--- src/rtl/univ_reg_pkg.sv ---
// rtl/univ_reg_pkg.sv - mode and serialiser state encodings for univ_reg_set
package univ_reg_pkg;

  typedef enum logic [2:0] {
    MODE_HOLD = 3'b000,
    MODE_LOAD = 3'b001,
    MODE_SHL  = 3'b010,
    MODE_SHR  = 3'b011,
    MODE_ROL  = 3'b100,
    MODE_ROR  = 3'b101
  } mode_e;

  typedef enum logic [1:0] {
    IDLE  = 2'd0,
    SHIFT = 2'd1,
    DONE  = 2'd2
  } state_e;

endpackage

--- src/rtl/univ_reg_set_if.sv ---
// rtl/univ_reg_set_if.sv - control, data and status bundle of univ_reg_set
interface univ_reg_set_if #(
  parameter int WIDTH = 8
);
  logic             set;
  logic [2:0]       mode;
  logic [WIDTH-1:0] d;
  logic             sin;
  logic             start;
  logic [WIDTH-1:0] q;
  logic             sout;
  logic             busy;
  logic             done;

  modport master (
    output set, mode, d, sin, start,
    input  q, sout, busy, done
  );

  modport slave (
    input  set, mode, d, sin, start,
    output q, sout, busy, done
  );
endinterface

--- src/rtl/univ_reg_set.sv ---
// rtl/univ_reg_set.sv - universal hold/load/shift/rotate register with preset and MSB-first serialiser
module univ_reg_set
  import univ_reg_pkg::*;
#(
  parameter int               WIDTH     = 8,
  parameter logic [WIDTH-1:0] SET_VALUE = '1
) (
  input  logic          clk,
  input  logic          rst,
  univ_reg_set_if.slave bus
);

  localparam int             CW   = (WIDTH > 2) ? $clog2(WIDTH) : 1;
  localparam logic [CW-1:0]  LAST = CW'(WIDTH - 1);

  state_e           state, state_n;
  logic [CW-1:0]    cnt, cnt_n;
  logic [WIDTH-1:0] q, q_n;

  always_comb begin
    state_n = state;
    cnt_n   = cnt;
    q_n     = q;
    case (state)
      IDLE: begin
        // start takes precedence over whatever mode is presented
        if (bus.start) begin
          q_n     = bus.d;
          cnt_n   = '0;
          state_n = SHIFT;
        end else begin
          case (bus.mode)
            MODE_LOAD: q_n = bus.d;
            MODE_SHL:  q_n = {q[WIDTH-2:0], bus.sin};
            MODE_SHR:  q_n = {bus.sin, q[WIDTH-1:1]};
            MODE_ROL:  q_n = {q[WIDTH-2:0], q[WIDTH-1]};
            MODE_ROR:  q_n = {q[0], q[WIDTH-1:1]};
            default:   q_n = q;
          endcase
        end
      end
      SHIFT: begin
        q_n = {q[WIDTH-2:0], 1'b0};
        // counter saturates at the last bit instead of wrapping
        if (cnt == LAST) begin
          state_n = DONE;
        end else begin
          cnt_n = cnt + 1'b1;
        end
      end
      DONE:    state_n = IDLE;
      default: state_n = IDLE;
    endcase
  end

  always_ff @(posedge clk) begin
    if (rst) begin
      q     <= '0;
      state <= IDLE;
      cnt   <= '0;
    end else if (bus.set) begin
      q     <= SET_VALUE;
      state <= IDLE;
      cnt   <= '0;
    end else begin
      q     <= q_n;
      state <= state_n;
      cnt   <= cnt_n;
    end
  end

  assign bus.q    = q;
  assign bus.sout = q[WIDTH-1];
  assign bus.busy = (state == SHIFT);
  assign bus.done = (state == DONE);

endmodule

--- src/flat_wrapper.sv ---
// flat-port wrapper written by rule: the top's interface ports become plain ports
module univ_reg_set_flat import univ_reg_pkg::*;
#(
  parameter int               WIDTH     = 8,
  parameter logic [WIDTH-1:0] SET_VALUE = '1
)
  (clk, rst, bus_set, bus_mode, bus_d, bus_sin, bus_start, bus_q, bus_sout, bus_busy, bus_done);
  univ_reg_set_if #(.WIDTH(WIDTH)) bus_i ();
  input  logic clk;
  input  logic rst;
  input wire logic [$bits(bus_i.set)-1:0] bus_set;
  input wire logic [$bits(bus_i.mode)-1:0] bus_mode;
  input wire logic [$bits(bus_i.d)-1:0] bus_d;
  input wire logic [$bits(bus_i.sin)-1:0] bus_sin;
  input wire logic [$bits(bus_i.start)-1:0] bus_start;
  output wire logic [$bits(bus_i.q)-1:0] bus_q;
  output wire logic [$bits(bus_i.sout)-1:0] bus_sout;
  output wire logic [$bits(bus_i.busy)-1:0] bus_busy;
  output wire logic [$bits(bus_i.done)-1:0] bus_done;
  assign bus_i.set = bus_set;
  assign bus_i.mode = bus_mode;
  assign bus_i.d = bus_d;
  assign bus_i.sin = bus_sin;
  assign bus_i.start = bus_start;
  assign bus_q = bus_i.q;
  assign bus_sout = bus_i.sout;
  assign bus_busy = bus_i.busy;
  assign bus_done = bus_i.done;
  univ_reg_set #(.WIDTH(WIDTH), .SET_VALUE(SET_VALUE)) u_core (.clk(clk), .rst(rst), .bus(bus_i));
endmodule
--- config.mk ---
export PLATFORM = sky130hd
export DESIGN_NAME = univ_reg_set_flat
export DESIGN_NICKNAME = d
export VERILOG_FILES = /design/src/rtl/univ_reg_pkg.sv /design/src/rtl/univ_reg_set_if.sv /design/src/rtl/univ_reg_set.sv /design/src/flat_wrapper.sv
export SDC_FILE = /design/constraint.sdc
export NUM_CORES = 1
export LEC_CHECK = 0
export ABC_AREA = 1
export BUFFER_PORTS_ARGS = -buffer_cell sky130_fd_sc_hd__clkbuf_2
export CAP_MARGIN = 20
export CORE_ASPECT_RATIO = 0.75
export CORE_MARGIN = 5
export CORE_UTILIZATION = 50
export CTS_CLUSTER_DIAMETER = 100
export CTS_CLUSTER_SIZE = 10
export DETAILED_ROUTE_END_ITERATION = 6
export PLACE_DENSITY = 0.72
export REMOVE_ABC_BUFFERS = 1
export SETUP_SLACK_MARGIN = 0.15
export SYNTH_ARGS = -nofsm -noshare
export SYNTH_HDL_FRONTEND = slang
export SYNTH_SLANG_ARGS = --single-unit
--- constraint.sdc ---
create_clock -name clk -period 1.9 [get_ports clk]
set_input_delay 0.38 -clock clk [delete_from_list [all_inputs] [get_ports clk]]
set_output_delay 0.38 -clock clk [all_outputs]
set_load 0.03 [all_outputs]
# Word level (Yosys, flattened, before mapping)
# Cells that the tools add are included.
# totals
register_bits,13
latch_bits,0
ram_bits,0
romBits,0
in_bits,16
wordCells,33
n_memories,0
# op_classes
n_addsub,1
n_mul,0
div,0
magnitude_cmp,0
eq_ne,12
shifts,0
muxes,10
bitwise_logic,0
reduce_logical,7
# ops
operator,n
8-bit one-hot mux with 5 select lines,1
8-bit two-way mux,2
8-bit one-hot mux with 2 select lines,1
"3-bit == test, second input constant",3
"8-bit != test, second input constant",1
"3-bit by 2-bit == test with 1-bit output, second input constant",2
3-bit two-way mux,2
3-bit one-hot mux with 2 select lines,1
2-bit two-way mux,2
"2-bit != test, second input constant",2
2-bit one-hot mux with 2 select lines,1
2-bit AND reduction,2
"3-bit by 1-bit adder with 3-bit output, second input constant",1
"3-bit by 1-bit == test with 1-bit output, second input constant",1
3-bit AND reduction,1
3-bit nonzero test,1
"2-bit by 1-bit == test with 1-bit output, second input constant",1
"2-bit == test, second input constant",1
2-bit zero test,1
"2-bit by 1-bit != test with 1-bit output, second input constant",1
2-bit nonzero test,1
2-bit OR reduction,1

# Depth between registers and ports, before layout
# logic_depth
word_depth,5
ltp_mapped,10
depth_no_buf,10

# Least setup slack after synthesis
# Ideal clock, no wire load.
# synth_timing
path_kind,reg-to-output
from,reg u_core.state[1]
to,out bus_done
t_arrival_ns,0.900
path_slack_ns,0.620
path_stages_with_launch,3
n_path_buf,0
cell_sequence,dfxtp_1 -> inv_4 -> nor2_1
# synth_via
elab_chain_cells,1
# synth_rtl
element,line,text
start: declaration,univ_reg_set.sv:16,"state_e state, state_n;"
start signal: assignment,univ_reg_set.sv:67,state <= state_n;
2-bit == test,univ_reg_set.sv:75,assign bus.done = (state == DONE);
end: declaration,flat_wrapper.sv:19,output wire logic [$bits(bus_i.done)-1:0] bus_done;
# Every way passes these cells.

# Final worst setup path
# layout_timing
from,reg u_core.state[1]
to,out bus_busy
# layout_via
elab_chain_cells,1
# layout_rtl
element,line,text
2-bit by 1-bit == test with 1-bit output,univ_reg_set.sv:74,assign bus.busy = (state == SHIFT);
end: declaration,flat_wrapper.sv:18,output wire logic [$bits(bus_i.busy)-1:0] bus_busy;
# Every way passes these cells.

==> metrics.cfg <==
[clock_tree]
clk_path_buf_depth=2
cts-root-buf=clkbuf_4
htreeDepth=1
cts_buffers=3
clk_pin_slew_worst_paths_ns=0.08
clk_latency_ns=0.29
cts_tree=yes
cts.sinks=13
post_cts.repair.setup_buffers=0

[finish]
nFillCells=200
drive_gt1_share_pct=25.3
syn_to_final_growth_pct=15.3
layout_common_cells=39 x nor2_1, 37 x nand2_1, 26 x clkbuf_2
fin_util_pct=59.9
final_common_cell=nor2_1
nets=217
n_antenna_cell=0

[critical_path]
cpPeakStageDelay_ns=0.37
worstReg2RegStart=u_core.cnt[0]
cpMostUsedCell=inv_4
r2r_slack_ns=0.55
worstRegToRegCells=9
cp.required_ns=1.52
arrival_ns=1.31
path_depth=4
path_max_fanout=10
critPathTopFamily=buffers and inverters
worstReg2RegEnd=u_core.cnt[2]
end_kind=output port
cp-startpoint=u_core.state[1]
crit_slowest_cell=dfxtp_1
crit_end=bus_busy
crit_type=register to output port
worstPathCellList=inv_4 -> nand2_4 -> inv_4 -> clkbuf_2
critPathBufInv=3
cp-start-kind=register

[floorplanning]
fp.dieW_um=62.3
chipHeight_um=49.3
dieArea_um2=3070
io_pins=27
rows=14
initial_core_util_pct=51.9
design.core.area_um2=1980

[yosys]
synthTopCellsByArea=dfxtp_1 25%, nor2_1 14%, nand2_1 14%
synth.mux.area_fraction_pct=0
synth_xor_xnor_area_share_pct=0
synthDistinctLibCells=22
synth-seq-cells=13
yosysWarnings=0
syn_inst=171
synth_top_family_by_area=simple AND/OR/NAND/NOR gates
synth_fa_ha_area_share_pct=2.44
avgSynthCellArea_um2=6.01
synth.top_cell.area_share_pct=25.3
synth_compound_area_share_pct=9.38
yosys.area.top_type=dfxtp_1
synth-simple-area-share_pct=48.5
synth.cell_area_um2=1030
synth-seq-area-share_pct=25.3

[sta]
rsz0062_at_grt=false
setup_viol=0
worstMarginPinSlew_ns=0.265
timing.final.crit_share_pct=88.8
relSlewSlack_pct=82.3
hold_ws_ns=0.278
fmax_mhz=593
fin_skew_ns=0.0126
fin_crit_ns=1.69
finalSetupTns_ns=0
setup_ws_ns=0.214
slew_violations=0
finalHoldViolCount=0

[grt]
grt_start_max_net_pins=17
gr-total-overflow=0
antenna_found_initial=0
grt_usage_pct=17.4
grt_pass1_wl_mm=4.44
first_global_vias=995

[routing]
routed-via-count=1136
vias_per_cell=5.12
drc=0
firstDrtPassIters=6
drt_iter0_drc=37
avgRoutedWirePerCell_um=11.8
antenna_left=0
drt-total-wl_mm=2.61

[pwr]
clockPowerShare_pct=25.7
p_total_w=0.000727
p_leak_nw=0.676
power_density_nw_per_um2=614
switching_share_pct=39.1
pwr-share-seq_pct=42.2
power_frac_comb_pct=32.1
p_sw_w=0.000284
internal_power_w=0.000443
peakVddDrop_mv=0.647

[placement]
io_buffers=26
gp_congestion=0.898
dp_slack_ns=0.334
hpwl_mm=1.97

[flow_run]
cap_viol_max_count=0

[outcome]
status=completed

[min_path]
hold_class=input pin to register

per-stage QoR:
stage,cell area [µm²],std cells
final,1180,222
after CTS,1180,222
after global routing,1180,222
after detailed placement,1150,218
after global placement,1150,218
after floorplan,995,168
cell families after synthesis:
group | after synthesis
and+or+nand+nor | 108
buffers and inverters | 33
AOI/OAI and AO/OA | 15
DFF | 13
adders and majority gates | 2
power by group through the flow:
stage | Combinational [W] | Clock [W] | Sequential, W
3_5_place_dp | 0.000231 | 0 | 0.000313
5_1_grt | 0.000259 | 0.000200 | 0.000310
3_3_place_gp | 0.000229 | 0 | 0.000312
6_report | 0.000233 | 0.000187 | 0.000307
2_1_floorplan | 0.000129 | 0 | 0.000347
4_1_cts | 0.000232 | 0.000187 | 0.000307
synthesized netlist by cell type (all sizes together):
cell type	count
a21oi	4
buf	3
dfxtp	13
ha	2
inv	30
nand2	44
nand3	15
nand3b	1
nand4	6
nor2	42
o211ai	7
o21ai	4
area by class of cell:
| cell class | instances | area [µm²] | share of cell area [%] |
|---|---|---|---|
| clock buffer | 3 | 22.5 | 1.90 |
| clock inverter | 1 | 5.00 | 0.422 |
| inverter | 30 | 118 | 9.93 |
| multi-input combinational | 125 | 619 | 52.3 |
| sequential | 13 | 260 | 22.0 |
| tap | 24 | 30.0 | 2.53 |
| timing repair buffer | 26 | 130 | 11.0 |
registers in the layout (all words and copies together), names as in the netlist:
name,flops
u_core.cnt,3
u_core.bus.q,8
u_core.state,2
worst min path at each step:
stage	startpoint	end	slack, ns	depth (start not counted)
detailed placement	u_core.cnt[1]	u_core.cnt[1]	0.46	2
CTS	rst	u_core.bus.q[0]	0.27	2
finish	rst	u_core.bus.q[0]	0.28	2
global placement	u_core.cnt[0]	u_core.cnt[0]	0.44	1
global route	rst	u_core.bus.q[0]	0.30	2
floorplan	u_core.cnt[0]	u_core.cnt[0]	0.43	1
what timing repair did:
action                                  4_1_cts  5_1_grt
endpoints found under the setup margin        0        1
resized for setup                             0        1
hold buffers                                  0        0
worst register-to-register path, cell delays in order (launching register included):
cell and delay, ns:
dfxtp_1 0.34, ha_1 0.21, ha_1 0.20, nor2_2 0.17
inv_2 0.05, nand2_1 0.07, nand2_1 0.06, inv_2 0.06
nand3_1 0.06, o21ai_1 0.07
per-layer routing:
metal	routed length, µm	vias up	GRT usage, %
li1	-	594	-
met1	1320	498	24.8
met2	1070	42	25.7
met3	205	2	5.76
met4	16	0	2.83
met5	0	-	0
Note: power is estimated with default switching activity, not from simulation.
